### config.mk
export PLATFORM = sky130hd
export DESIGN_NAME = ws2812_rx
export DESIGN_NICKNAME = d
export VERILOG_FILES = /design/src/rtl/ws2812_rx_pkg.sv /design/src/rtl/ws2812_edge_sync.sv /design/src/rtl/ws2812_rx.sv
export SDC_FILE = /design/constraint.sdc
export NUM_CORES = 1
export LEC_CHECK = 0
export BUFFER_PORTS_ARGS = -buffer_cell sky130_fd_sc_hd__buf_2
export CAP_MARGIN = 0
export CORE_MARGIN = 2
export CORE_UTILIZATION = 40
export CTS_CLUSTER_SIZE = 10
export DETAILED_ROUTE_END_ITERATION = 12
export PLACE_DENSITY = 0.57
export SLEW_MARGIN = 30
export SYNTH_ARGS = -nofsm -noshare
export SYNTH_HDL_FRONTEND = slang
export SYNTH_SLANG_ARGS = --single-unit
export TNS_END_PERCENT = 20
### constraint.sdc
create_clock -name sys_clk -period 2.1 [get_ports sys_clk]
set_clock_uncertainty 0.2 [all_clocks]
set_input_delay 0.21 -clock sys_clk [delete_from_list [all_inputs] [get_ports sys_clk]]
set_output_delay 0.21 -clock sys_clk [all_outputs]
set_load 0.05 [all_outputs]
### src/rtl/ws2812_rx_pkg.sv
// Shared timing constants, state encoding and small helpers for the WS2812 receiver.
package ws2812_rx_pkg;

   // Pulse-width classification limits, in sys_clk cycles (50 MHz).
   localparam logic [6:0]  T_MIN    = 7'd8;     // shorter high pulse is a glitch
   localparam logic [6:0]  T_THR    = 7'd30;    // high >= T_THR decodes as 1
   localparam logic [6:0]  T_MAX    = 7'd60;    // longer high pulse is illegal
   localparam logic [11:0] RST_CYC  = 12'd2500; // low time that latches a frame
   localparam logic [6:0]  MAX_PIX  = 7'd64;    // pixels per frame
   localparam logic [4:0]  PIX_BITS = 5'd24;    // bits per pixel

   typedef enum logic [1:0] {
      WAIT_RST = 2'd0,
      IDLE     = 2'd1,
      HIGH     = 2'd2,
      LOW      = 2'd3
   } state_t;

   function automatic logic [6:0] sat_inc7(input logic [6:0] v);
      return (v == 7'h7f) ? v : v + 7'd1;
   endfunction

   function automatic logic [11:0] sat_inc12(input logic [11:0] v);
      return (v == 12'hfff) ? v : v + 12'd1;
   endfunction

endpackage

### src/rtl/ws2812_edge_sync.sv
// Two-flop synchronizer for the asynchronous din pin plus a third flop for
// single-cycle rise/fall pulses on the synchronized level.
module ws2812_edge_sync (
   input  logic sys_clk,
   input  logic sys_rst_n,
   input  logic din,
   output logic din_s,
   output logic rise,
   output logic fall
);

   logic [2:0] sync_q;

   // Shift the pin through the synchronizer and the edge-detect stage.
   always_ff @(posedge sys_clk or negedge sys_rst_n) begin
      if (!sys_rst_n) sync_q <= '0;
      else            sync_q <= {sync_q[1:0], din};
   end

   assign din_s = sync_q[1];
   assign rise  = sync_q[1] & ~sync_q[2];
   assign fall  = ~sync_q[1] & sync_q[2];

endmodule

### src/rtl/ws2812_rx.sv
// WS2812 single-wire stream decoder: measures high pulses, classifies bits,
// assembles 24-bit pixels MSB-first and reports frame ends on the latch gap.
// pix_valid, frame_done and err are single-cycle pulses with no back-pressure;
// pix_data/pix_idx/frame_len hold their last value between pulses.
module ws2812_rx
   import ws2812_rx_pkg::*;
(
   input  logic        sys_clk,
   input  logic        sys_rst_n,
   input  logic        din,
   output logic        pix_valid,
   output logic [23:0] pix_data,
   output logic [5:0]  pix_idx,
   output logic        frame_done,
   output logic [6:0]  frame_len,
   output logic        err,
   output state_t      dbg_state
);

   logic din_s, rise, fall;

   state_t      state, state_d;
   logic [6:0]  hi_cnt, hi_cnt_d;
   logic [11:0] low_cnt, low_cnt_d;
   logic [4:0]  bit_cnt, bit_cnt_d;
   logic [6:0]  pix_cnt, pix_cnt_d;
   logic [23:0] shreg, shreg_d;
   logic        pix_valid_d, frame_done_d, err_d, abort;
   logic [23:0] pix_data_d;
   logic [5:0]  pix_idx_d;
   logic [6:0]  frame_len_d;

   ws2812_edge_sync u_sync (
      .sys_clk   (sys_clk),
      .sys_rst_n (sys_rst_n),
      .din       (din),
      .din_s     (din_s),
      .rise      (rise),
      .fall      (fall)
   );

   assign dbg_state = state;

   // Register FSM state, counters, shifter and output pulses.
   always_ff @(posedge sys_clk or negedge sys_rst_n) begin
      if (!sys_rst_n) begin
         state      <= WAIT_RST;
         hi_cnt     <= '0;
         low_cnt    <= '0;
         bit_cnt    <= '0;
         pix_cnt    <= '0;
         shreg      <= '0;
         pix_valid  <= 1'b0;
         pix_data   <= '0;
         pix_idx    <= '0;
         frame_done <= 1'b0;
         frame_len  <= '0;
         err        <= 1'b0;
      end else begin
         state      <= state_d;
         hi_cnt     <= hi_cnt_d;
         low_cnt    <= low_cnt_d;
         bit_cnt    <= bit_cnt_d;
         pix_cnt    <= pix_cnt_d;
         shreg      <= shreg_d;
         pix_valid  <= pix_valid_d;
         pix_data   <= pix_data_d;
         pix_idx    <= pix_idx_d;
         frame_done <= frame_done_d;
         frame_len  <= frame_len_d;
         err        <= err_d;
      end
   end

   // Next-state, counter and output decode.
   always_comb begin
      state_d      = state;
      hi_cnt_d     = hi_cnt;
      low_cnt_d    = low_cnt;
      bit_cnt_d    = bit_cnt;
      pix_cnt_d    = pix_cnt;
      shreg_d      = shreg;
      pix_valid_d  = 1'b0;
      pix_data_d   = pix_data;
      pix_idx_d    = pix_idx;
      frame_done_d = 1'b0;
      frame_len_d  = frame_len;
      err_d        = 1'b0;
      abort        = 1'b0;

      // A full pixel in the shifter is released one cycle after its last bit.
      if (bit_cnt == PIX_BITS) begin
         bit_cnt_d = '0;
         if (pix_cnt == MAX_PIX) begin
            abort = 1'b1;
         end else begin
            pix_valid_d = 1'b1;
            pix_data_d  = shreg;
            pix_idx_d   = pix_cnt[5:0];
            pix_cnt_d   = pix_cnt + 7'd1;
         end
      end

      case (state)
         WAIT_RST: begin
            if (din_s)                       low_cnt_d = '0;
            else if (low_cnt == RST_CYC - 12'd1) begin
               state_d   = IDLE;
               low_cnt_d = '0;
            end else                         low_cnt_d = sat_inc12(low_cnt);
         end
         IDLE: begin
            if (rise) begin
               state_d  = HIGH;
               hi_cnt_d = 7'd1;
            end
         end
         HIGH: begin
            if (fall) begin
               if (hi_cnt < T_MIN || hi_cnt > T_MAX) begin
                  abort = 1'b1;
               end else begin
                  shreg_d   = {shreg[22:0], (hi_cnt >= T_THR)};
                  bit_cnt_d = bit_cnt + 5'd1;
                  low_cnt_d = 12'd1;
                  state_d   = LOW;
               end
            end else if (hi_cnt >= T_MAX) begin
               // Still high after T_MAX cycles: cannot become a legal bit.
               abort = 1'b1;
            end else begin
               hi_cnt_d = sat_inc7(hi_cnt);
            end
         end
         LOW: begin
            if (rise) begin
               state_d  = HIGH;
               hi_cnt_d = 7'd1;
            end else if (low_cnt == RST_CYC - 12'd1) begin
               // LOW is only reached after a legal bit, so a frame always ends here.
               frame_done_d = 1'b1;
               frame_len_d  = pix_cnt;
               err_d        = (bit_cnt != 5'd0);
               pix_cnt_d    = '0;
               bit_cnt_d    = '0;
               low_cnt_d    = '0;
               state_d      = IDLE;
            end else begin
               low_cnt_d = sat_inc12(low_cnt);
            end
         end
         default: state_d = WAIT_RST;
      endcase

      // Any violation drops the frame and waits for a clean latch gap.
      if (abort) begin
         err_d       = 1'b1;
         pix_valid_d = 1'b0;
         pix_data_d  = pix_data;
         pix_idx_d   = pix_idx;
         state_d     = WAIT_RST;
         low_cnt_d   = '0;
         bit_cnt_d   = '0;
         pix_cnt_d   = '0;
      end
   end

endmodule

Yosys cells after proc, flatten, opt, wreduce, memory -nomap -nowiden
Index checks and enable logic that the tools add are counted.
{"block": "word_totals", "ff_bits": 100, "out_inout_bits": 42}
{"block": "op_classes", "addsub": 4, "n_eq_ne": 17, "n_mux": 50, "bitwise": 8, "reduce_logical": 12, "order_cmp": 4}
{"op": "12-bit two-way mux", "n": 7}
{"op": "7-bit two-way mux", "n": 10}
{"op": "12-bit one-hot mux with 3 select lines", "n": 1}
{"op": "5-bit two-way mux", "n": 6}
{"op": "12-bit equality test (second input constant)", "n": 2}
{"op": "1-bit two-way mux", "n": 16}
{"op": "3-bit != test (second input constant)", "n": 5}
{"op": "7-bit by 1-bit adder with 7-bit output (second input constant)", "n": 2}
{"op": "7-bit equality test (second input constant)", "n": 2}
{"op": "2-bit two-way mux", "n": 7}
{"op": "7-bit one-hot mux with 2 select lines", "n": 1}
{"op": "12-bit by 1-bit adder with 12-bit output (second input constant)", "n": 1}
{"op": "5-bit one-hot mux with 2 select lines", "n": 1}
{"op": "3-bit AND reduction", "n": 3}
{"op": "2-bit one-hot mux with 4 select lines", "n": 1}
{"op": "4-bit AND reduction", "n": 2}
{"op": "7-bit by 5-bit greater-or-equal comparator with 1-bit output (second input constant)", "n": 1}
{"op": "7-bit by 6-bit greater-or-equal comparator with 1-bit output (second input constant)", "n": 1}
{"op": "7-bit by 6-bit greater-than comparator with 1-bit output (second input constant)", "n": 1}
{"op": "7-bit by 4-bit < comparator with 1-bit output (second input constant)", "n": 1}
{"op": "2-bit != test (second input constant)", "n": 3}
{"op": "1-bit NOT", "n": 6}
{"op": "5-bit by 1-bit adder with 5-bit output (second input constant)", "n": 1}
{"op": "5-bit equality test (second input constant)", "n": 1}
{"op": "other kinds (11)", "n": 13}

Longest topological paths before layout
Gate-level depths: netlist of the first run.
{"block": "depth", "word_depth": 8, "ltp_mapped": 8, "depth_no_buf": 7}

Cells and area by module
From an unflattened synthesis of the first run, not the netlist that was laid out.
{"block": "unflattened", "hier_cells": 449, "area_unflattened_um2": 4833.4}
{"module": "ws2812_rx", "seq_area_each_um2": 2427.3, "instances": 1, "area_per_inst_um2": 4743.3, "cells_each": 444}
{"module": "ws2812_edge_sync", "seq_area_each_um2": 75.1, "instances": 1, "area_per_inst_um2": 90.1, "cells_each": 5}

Worst setup path before layout of the first run
No wires, ideal clock.
{"block": "synth_timing", "kind": "register to register", "start": "register state[0] (netlist: dbg_state[0])", "end": "register low_cnt[11]", "setup_ns": 0.066, "arrival_ns": 2.217, "setup_slack_ns": -0.383, "stages_incl_launch_ff": 8, "path_cell_list": "dfrtp_1 -> inv_1 -> ha_1 -> or2_2 -> a32o_1 -> a211oi_4 -> a22o_1 -> a22o_1"}
{"block": "synth_via", "elab_chain_cells": 4}
{"element": "from (decl)", "line_no": "ws2812_rx.sv:22", "source": "state_t state, state_d;"}
{"element": "from (signal assigned)", "line_no": "ws2812_rx.sv:60", "source": "state <= state_d;"}
{"element": "2-bit equality test", "line_no": "ws2812_rx.sv:104", "source": "case (state)"}
{"element": "1-bit two-way mux", "line_no": "ws2812_rx.sv:104"}
{"element": "3-bit != test (no line) / 4-bit nonzero test (equally long branches)"}
{"element": "4-bit AND reduction (no line)"}
{"element": "to (signal assigned)", "line_no": "ws2812_rx.sv:62", "source": "low_cnt <= low_cnt_d;"}
{"element": "to (decl)", "line_no": "ws2812_rx.sv:24", "source": "logic [11:0] low_cnt, low_cnt_d;"}
Parallel ways exist; a longest one is shown, timed or not.
A chain may end at the register's enable or synchronous reset.

Final worst setup path of the first run
{"block": "layout_timing", "start": "register state[1] (netlist: dbg_state[1])", "end": "register low_cnt[9]"}
The elaborated chain is that of the path after synthesis.

==> results of run 1 <==
==> sequential cells by signal, summed over array words and instances, names as in the netlist <==
register,flops
bit_cnt,5
dbg_state,2
err,1
frame_done,1
frame_len,7
hi_cnt,7
low_cnt,12
pix_cnt,7
pix_data,24
pix_idx,6
pix_valid,1
shreg,24
u_sync.sync_q,3
==> metal layers <==
metal | track usage | vias up | wire [um]
li1 | - | 1859 | -
met1 | 0.245 | 1893 | 5330
met2 | 0.283 | 107 | 5300
met3 | 0.0392 | 18 | 470
met4 | 0.0756 | 0 | 260
met5 | 0 | - | 0
==> synth_stat cells (all sizes together) (4+ instances only) <==
master,n,area share
xnor2,4,0.0072
a22o,9,0.016
buf,14,0.021
ha,10,0.026
o211ai,5,0.012
a211oi,7,0.014
inv,16,0.012
nor2,30,0.025
nand4,11,0.015
a21oi,11,0.011
clkbuf,7,0.0057
mux2,37,0.086
dfrtp,100,0.52
o21ai,19,0.023
nand2,90,0.071
nand3,14,0.014
xor2,4,0.0072
or3,4,0.0052
or2,5,0.0064
a31oi,5,0.0064
o31ai,8,0.012
==> per-stage QoR <==
step	TNS (ns)	area, um^2
2_1_floorplan	-0.836	4950
3_3_place_gp	-0.338	5840
3_5_place_dp	-1.14	5840
4_1_cts	-0.0283	6200
5_1_grt	-0.806	6430
6_report	-0.00902	6430
==> where the power goes <==
group	leakage (nW)	switching [W]	internal [W]
Combinational	1.74	0.0000725	0.0000451
Clock	0.148	0.000752	0.000972
Sequential	1.38	0.00000593	0.00193
==> logic make-up after synthesis <==
| group | count (synthesis) | share of synthesized area |
|---|---|---|
| AO/OA/AOI/OAI | 86 | 0.142 |
| XOR/XNOR | 8 | 0.0144 |
| buffers and inverters | 37 | 0.0389 |
| adder cells (fa/ha/maj) | 10 | 0.0258 |
| AND/OR/NAND/NOR | 175 | 0.173 |
| flip-flops | 100 | 0.515 |
| multiplexers | 39 | 0.0899 |
==> placed cells by master, fill, tap and decap left out, types with 6 or more instances in the layout <==
cell type	n
dfrtp_1	98
nand2_1	87
buf_4	76
buf_2	43
mux2_2	27
nor2_1	26
nand3_1	14
inv_1	12
o21ai_0	11
nand4_1	10
mux2_4	10
a22o_1	9
clkbuf_16	9
o31ai_1	8
a21oi_1	7
buf_12	6
buf_6	6
==> layout make-up <==
cell class	count	area [um^2]	area share
Clock inverter	5	66.3	0.0103
Inverter	16	60.1	0.00934
Multi-Input combinational cell	319	2380	0.370
Tap cell	147	184	0.0286
Timing Repair Buffer	133	993	0.155
Clock buffer	11	243	0.0378
Sequential cell	100	2500	0.390
==> worst min path at each step <==
stage                         start                        to  slack, ns
after floorplan           sys_rst_n      bit_cnt[0]$_DFF_PN0_      -0.29
after global placement    sys_rst_n  frame_len[5]$_DFFE_PN0P_      -0.05
after detailed placement  sys_rst_n  frame_len[5]$_DFFE_PN0P_      -0.05
after CTS                 sys_rst_n    low_cnt[5]$_DFFE_PN0P_       0.11
after global routing      sys_rst_n      pix_cnt[1]$_DFF_PN0_       0.15
final                     sys_rst_n  frame_len[5]$_DFFE_PN0P_       0.12
==> timing repair <==
action / in CTS / in global routing
pin swaps: 4 / 15
gates cloned: 0 / 1
gates resized for setup: 3 / 37
endpoints found under the setup margin: 46 / 68
setup buffers: 2 / 8
hold endpoints to repair: 101 / 0
hold buffers: 2 / 0
==> worst register-to-register path: stages, from the launching register on <==
cell and delay, ns:
dfrtp_2 0.44, ha_2 0.22, and3b_1 0.22, a41o_1 0.25
a211oi_4 0.31, buf_12 0.17, a22o_1 0.12, a22o_1 0.13
==> reports/results.tsv, run 1 <==
stage	metric	value	unit
worst_setup_path	WP data required	2.19	ns
floorplan	Starting Density	0.408	
cts	clk buf depth	2	
route	Vias/cell	5.30	
placement	RePlAce Congestion	0.855	
route	DRT Wirelength	11.4	mm
worst_setup_path	CP most frequent cell	a22o_1	
route	vias	3877	
floorplan	DIE HEIGHT	114	um
power_and_ir_drop	Lkg Pwr	3.28	nW
synth	Syn. warnings	0	
route	DRT iter0 DRCs	253	
grt	pin count of the biggest net entering global routing	61	
outcome	status	finished, violations left	
grt	vias in the first global route	3849	
worst_setup_path	CP Capture Type	flop	
synth	Synth Register Bits	100	
sta	Slew HR	0.657	
worst_setup_path	crit path DAT	2.20	ns
grt	all-layer global routing usage	0.181	
outcome	failing checks	setup timing	
synth	Post-synth ARST share	1.00	
sta	PnR worst setup slack	-0.00902	ns
worst_setup_path	crit path cell chain	ha_2, and3b_1, a41o_1, a211oi_4, buf_12, a22o_1, a22o_1	
cts	H-tree depth	3	
worst_setup_path	Slowest cell on crit path	dfrtp_2	
worst_setup_path	CP top delay family	compound AO/OA/AOI/OAI gates	
route	Routed WL per cell	15.5	um
sta	Final Hold Viols	0	
worst_setup_path	Setup crit start	dbg_state[1]$_DFFE_PN0P_	
floorplan	Die Wd	114	um
power_and_ir_drop	PwrDens	588	nW/um^2
grt	grt ovf	0	
synth	Main synth FF type	dfrtp_1	
sta	Tightest Pin Transition	0.510	ns
floorplan	die area	13000	um^2
sta	max-slew violations	0	
power_and_ir_drop	maximum VDD drop	0.303	mV
worst_setup_path	reg2reg end	low_cnt[9]$_DFFE_PN0P_	
placement	PortBufs	44	
cts	Worst-path clk slew	0.07	ns
route	Antenna Violating Nets Remaining	0	
synth	Mean Syn Cell Area	10.7	um^2
worst_setup_path	buffers and inverters on the worst path	1	
synth	Synth Net Count	468	
grt	initial antenna violation count	0	
worst_setup_path	CP Max Fanout	10	
worst_setup_path	FF-to-FF Start	dbg_state[1]$_DFFE_PN0P_	
worst_setup_path	CP Depth	7	
placement	Setup WS pre-CTS	-0.0500	ns
sta	hold_ws	0.115	ns
cts	Root Buffer	clkbuf_16	
worst_setup_path	CP endpoint	low_cnt[9]$_DFFE_PN0P_	
route	DR DRC count	0	
grt	global-route wire length before repair	18.7	mm
cells_and_area	final std cells w/o fill	731	
run	Max-cap violations	0	
cells_and_area	Layout Utilization	0.540	
hold_path	worst min path class	in2async	
synth	Netlist cell types	71	
power_and_ir_drop	total design power	0.00378	W
floorplan	IO Pins	45	
cells_and_area	layout cells sized above 1	0.413	
worst_setup_path	flop2flop setup slack	-0.009	ns
sta	maximum clock rate	474	MHz
cts	# clock sinks	100	
sta	unrepaired setup endpoints after global routing	yes	
worst_setup_path	CP max stage delay	0.44	ns
cts	later-pin clock latency in the skew report	0.35	ns
cells_and_area	Post-layout nets	592	
cells_and_area	Antenna diodes	0	
placement	placed cells	702	
cts	CTS tree	done	
route	Pre-Repair DR Iteration Count	4	
worst_setup_path	R2R depth	7	
synth	mapped cell area	4850	um^2
synth	Seq/Total Area, Yosys	0.515	
synth	EDFF count, synth	0	
floorplan	Rows	40	
placement	post-DP HPWL	7.81	mm
sta	Tmin final	2.11	ns
worst_setup_path	Worst Setup Start Kind	flop	
cells_and_area	FILL cells	1072	
cts	total CTS buffers	9	
cells_and_area	Area Overhead vs Synth	32.4	%
sta	final cycle utilization of the critical path	1.00	
floorplan	area of the core	11900	um^2
worst_setup_path	critical path class	reg2reg	
synth	Mapped Cells	455	
sta	# setup viols final	1	
Note: power is estimated with default switching activity, not from simulation.
==> inputs of run 2 (changes only) <==
ABC_AREA = 1   (was unset)
PLACE_DENSITY = 0.54   (was 0.57)
clock period = 2.6 ns   (was 2.1 ns; I/O delays follow)
==> reports/results.tsv, run 2 <==
stage	metric	value	unit	change
route	DRT Wirelength	10.1	mm	-11%
power_and_ir_drop	total design power	0.00290	W	-23%
grt	vias in the first global route	3724		-3.2%
route	Pre-Repair DR Iteration Count	5		+1
sta	Tightest Pin Transition	0.478	ns	-0.0326 ns
grt	grt ovf	0		unchanged
sta	max-slew violations	0		unchanged
cts	later-pin clock latency in the skew report	0.35	ns	about the same
power_and_ir_drop	PwrDens	520	nW/um^2	-12%
worst_setup_path	WP data required	2.64	ns	+0.45 ns
synth	Mean Syn Cell Area	8.03	um^2	-25%
grt	global-route wire length before repair	17.6	mm	-5.9%
route	DRT iter0 DRCs	181		-28%
worst_setup_path	R2R depth	10		+3
cells_and_area	most common cell after layout, fill and taps aside	nand2_1		
synth	post-synth top area cell	dfrtp_1		
cts	Worst-path clk slew	0.07	ns	about the same
grt	pin count of the biggest net entering global routing	66		+8.2%
synth	top-count cell post-synth	nand2_1		
route	DR DRC count	0		unchanged
synth	EDFF count, synth	0		unchanged
cts	H-tree depth	3		unchanged
grt	initial antenna violation count	0		unchanged
hold_path	Worst Hold Path EP	u_sync.sync_q[1]$_DFF_PN0_		
floorplan	area of the core	12000	um^2	+0.84%
hold_path	min-delay src	u_sync.sync_q[0]$_DFF_PN0_		
hold_path	worst min path class	reg2reg		
cells_and_area	footprint of the multi-input gates	2010	um^2	-15%
cells_and_area	layout cells sized above 1	0.131		-0.281
worst_setup_path	CP Max Fanout	18		+8
route	Routed WL per cell	12.5	um	-20%
grt	all-layer global routing usage	0.167		-0.0144
cts	total CTS buffers	9		unchanged
synth	Netlist cell types	35		-51%
worst_setup_path	reg2reg end	low_cnt[10]$_DFFE_PN0P_		
cells_and_area	Antenna diodes	0		unchanged
worst_setup_path	CP top delay family	compound AO/OA/AOI/OAI gates		
outcome	status	finished, final reports clean		
route	Antenna Violating Nets Remaining	0		unchanged
floorplan	Starting Density	0.410		+0.00275
floorplan	DIE HEIGHT	115	um	+0.73%
synth	Syn. warnings	0		unchanged
cells_and_area	Post-layout nets	671		+13%
cells_and_area	Area Overhead vs Synth	13.3	%	
floorplan	IO Pins	45		unchanged
placement	PortBufs	44		unchanged
cts	post-CTS sizing	0		-3
route	vias	3954		+2.0%
power_and_ir_drop	maximum VDD drop	0.236	mV	-22%
synth	Seq/Total Area, Yosys	0.508		-0.00772
sta	unrepaired setup endpoints after global routing	no		
worst_setup_path	Worst Setup Start Kind	flop		
cells_and_area	FILL cells	1239		+16%
sta	setup TNS	0	ns	+0.00902 ns
power_and_ir_drop	Lkg Pwr	2.76	nW	-16%
worst_setup_path	CP max stage delay	0.40	ns	-0.04 ns
worst_setup_path	crit path DAT	2.41	ns	+0.21 ns
cts	Root Buffer	clkbuf_16		
synth	Synth top area share	0.508		-0.00772
worst_setup_path	FF-to-FF Start	dbg_state[0]$_DFFE_PN0P_		
synth	Post-synth ARST share	1.00		unchanged
floorplan	die area	13200	um^2	+1.5%
worst_setup_path	critical path class	reg2reg		
sta	final cycle utilization of the critical path	0.915		-0.0896
cts	CTS tree	done		
worst_setup_path	flop2flop setup slack	0.22	ns	+0.23 ns
synth	Mapped Cells	614		+35%
cells_and_area	biggest regs	pix_data x24, shreg x24, low_cnt x12		
sta	# setup viols final	0		-1
cts	CTS Hold Bufs	2		unchanged
synth	mapped cell area	4930	um^2	+1.5%
floorplan	Die Wd	115	um	+0.73%
cts	Post-CTS Setup Bufs	0		-2
synth	ranking of synthesized cells by area	dfrtp_1 51%, nand2_1 14%, o21ai_0 7.0%		
route	Vias/cell	4.88		-8.0%
worst_setup_path	Slowest cell on crit path	dfrtp_1		
worst_setup_path	buffers and inverters on the worst path	3		+2
floorplan	Rows	40		unchanged
worst_setup_path	crit path cell chain	inv_1, ha_1, inv_2, a21oi_2, a21oi_4, nand2_2, nand2_4, inv_1, nand2_1, nand2_1		
run	Max-cap violations	0		unchanged
synth	Synth Register Bits	100		unchanged
cells_and_area	register area	2500	um^2	about the same
cells_and_area	most frequent cells in the layout	179 x nand2_1, 100 x dfrtp_1, 75 x inv_1		
sta	Final Hold Viols	0		unchanged
placement	RePlAce Congestion	0.864		+1.0%
synth	Synth top cells by count	179 x nand2_1, 100 x dfrtp_1, 75 x inv_1		
hold_path	hold depth	0		
synth	Main synth FF type	dfrtp_1		
cts	# clock sinks	100		unchanged
sta	Tmin final	2.38	ns	+0.269 ns
worst_setup_path	CP Capture Type	flop		
cts	clk buf depth	2		unchanged
sta	maximum clock rate	420	MHz	-11%
sta	Slew HR	0.681		+0.0243
placement	post-DP HPWL	7.23	mm	-7.5%
synth	Synth Net Count	627		+34%
-- run 2: cell types whose count changed after synthesis, moves of 9 or more --
cell	delta
nand2_1	+91
nor2_1	+24
o21ai_1	+11
inv_1	+59
nand3_1	+15
a22o_1	-9
mux2_2	-37
nor3_1	+11
o21ai_0	+54
-- run 2: cells by family after synthesis --
| kind of cell | after synthesis | share of synthesized area |
|---|---|---|
| simple gates | 297 | 0.260 |
| compound gates | 102 | 0.109 |
| flops | 100 | 0.508 |
| buf+inv | 97 | 0.0840 |
| fa+ha+maj | 10 | 0.0254 |
| xor+xnor | 8 | 0.0142 |
-- run 2: final cells by class --
class / count / share of cell area
inverters: 81 / 0.0545
well taps: 147 / 0.0329
clock inverters: 5 / 0.00628
clock buffers: 11 / 0.0435
multi-input cells: 417 / 0.360
flip-flops and latches: 100 / 0.448
repair buffers: 49 / 0.0542
-- run 2: how the worst max path moves through the flow --
| stage | from | endpoint | slack, ns | depth (start not counted) |
|---|---|---|---|---|
| finish | dbg_state[0]$_DFFE_PN0P_ | low_cnt[10]$_DFFE_PN0P_ | 0.22 | 10 |
| global route | dbg_state[0]$_DFFE_PN0P_ | low_cnt[10]$_DFFE_PN0P_ | 0.01 | 10 |
| CTS | dbg_state[0]$_DFFE_PN0P_ | low_cnt[10]$_DFFE_PN0P_ | 0.21 | 10 |
| detailed placement | dbg_state[0]$_DFFE_PN0P_ | low_cnt[10]$_DFFE_PN0P_ | 0.22 | 10 |
| global placement | dbg_state[0]$_DFFE_PN0P_ | low_cnt[10]$_DFFE_PN0P_ | 0.30 | 10 |
| floorplan | dbg_state[0]$_DFFE_PN0P_ | low_cnt[10]$_DFFE_PN0P_ | 0.44 | 10 |
-- run 2: power breakdown --
part	internal (W)	switching (W)	leakage, nW
logic	0.0000191	0.0000490	1.23
registers	0.00156	0.00000885	1.39
clock network	0.000677	0.000589	0.136
-- run 2: per-layer routing --
| metal | wire, um | GRT usage | vias up |
|---|---|---|---|
| li1 | - | - | 2029 |
| met1 | 4990 | 0.229 | 1828 |
| met2 | 4490 | 0.260 | 84 |
| met3 | 397 | 0.0279 | 13 |
| met4 | 229 | 0.0755 | 0 |
| met5 | 0 | 0 | - |
-- run 2: per-stage QoR --
| stage | hold slack (ns) | util | std cells | worst slack (ns) | instance area (um^2) |
|---|---|---|---|---|---|
| finish | 0.178 | 0.465 | 810 | 0.222 | 5580 |
| global route | 0.183 | 0.465 | 810 | 0.0116 | 5580 |
| CTS | 0.179 | 0.465 | 810 | 0.206 | 5580 |
| detailed placement | 0.0523 | 0.440 | 792 | 0.224 | 5290 |
| global placement | 0.0452 | 0.440 | 792 | 0.296 | 5290 |
| floorplan | -0.236 | - | 614 | 0.442 | 4930 |
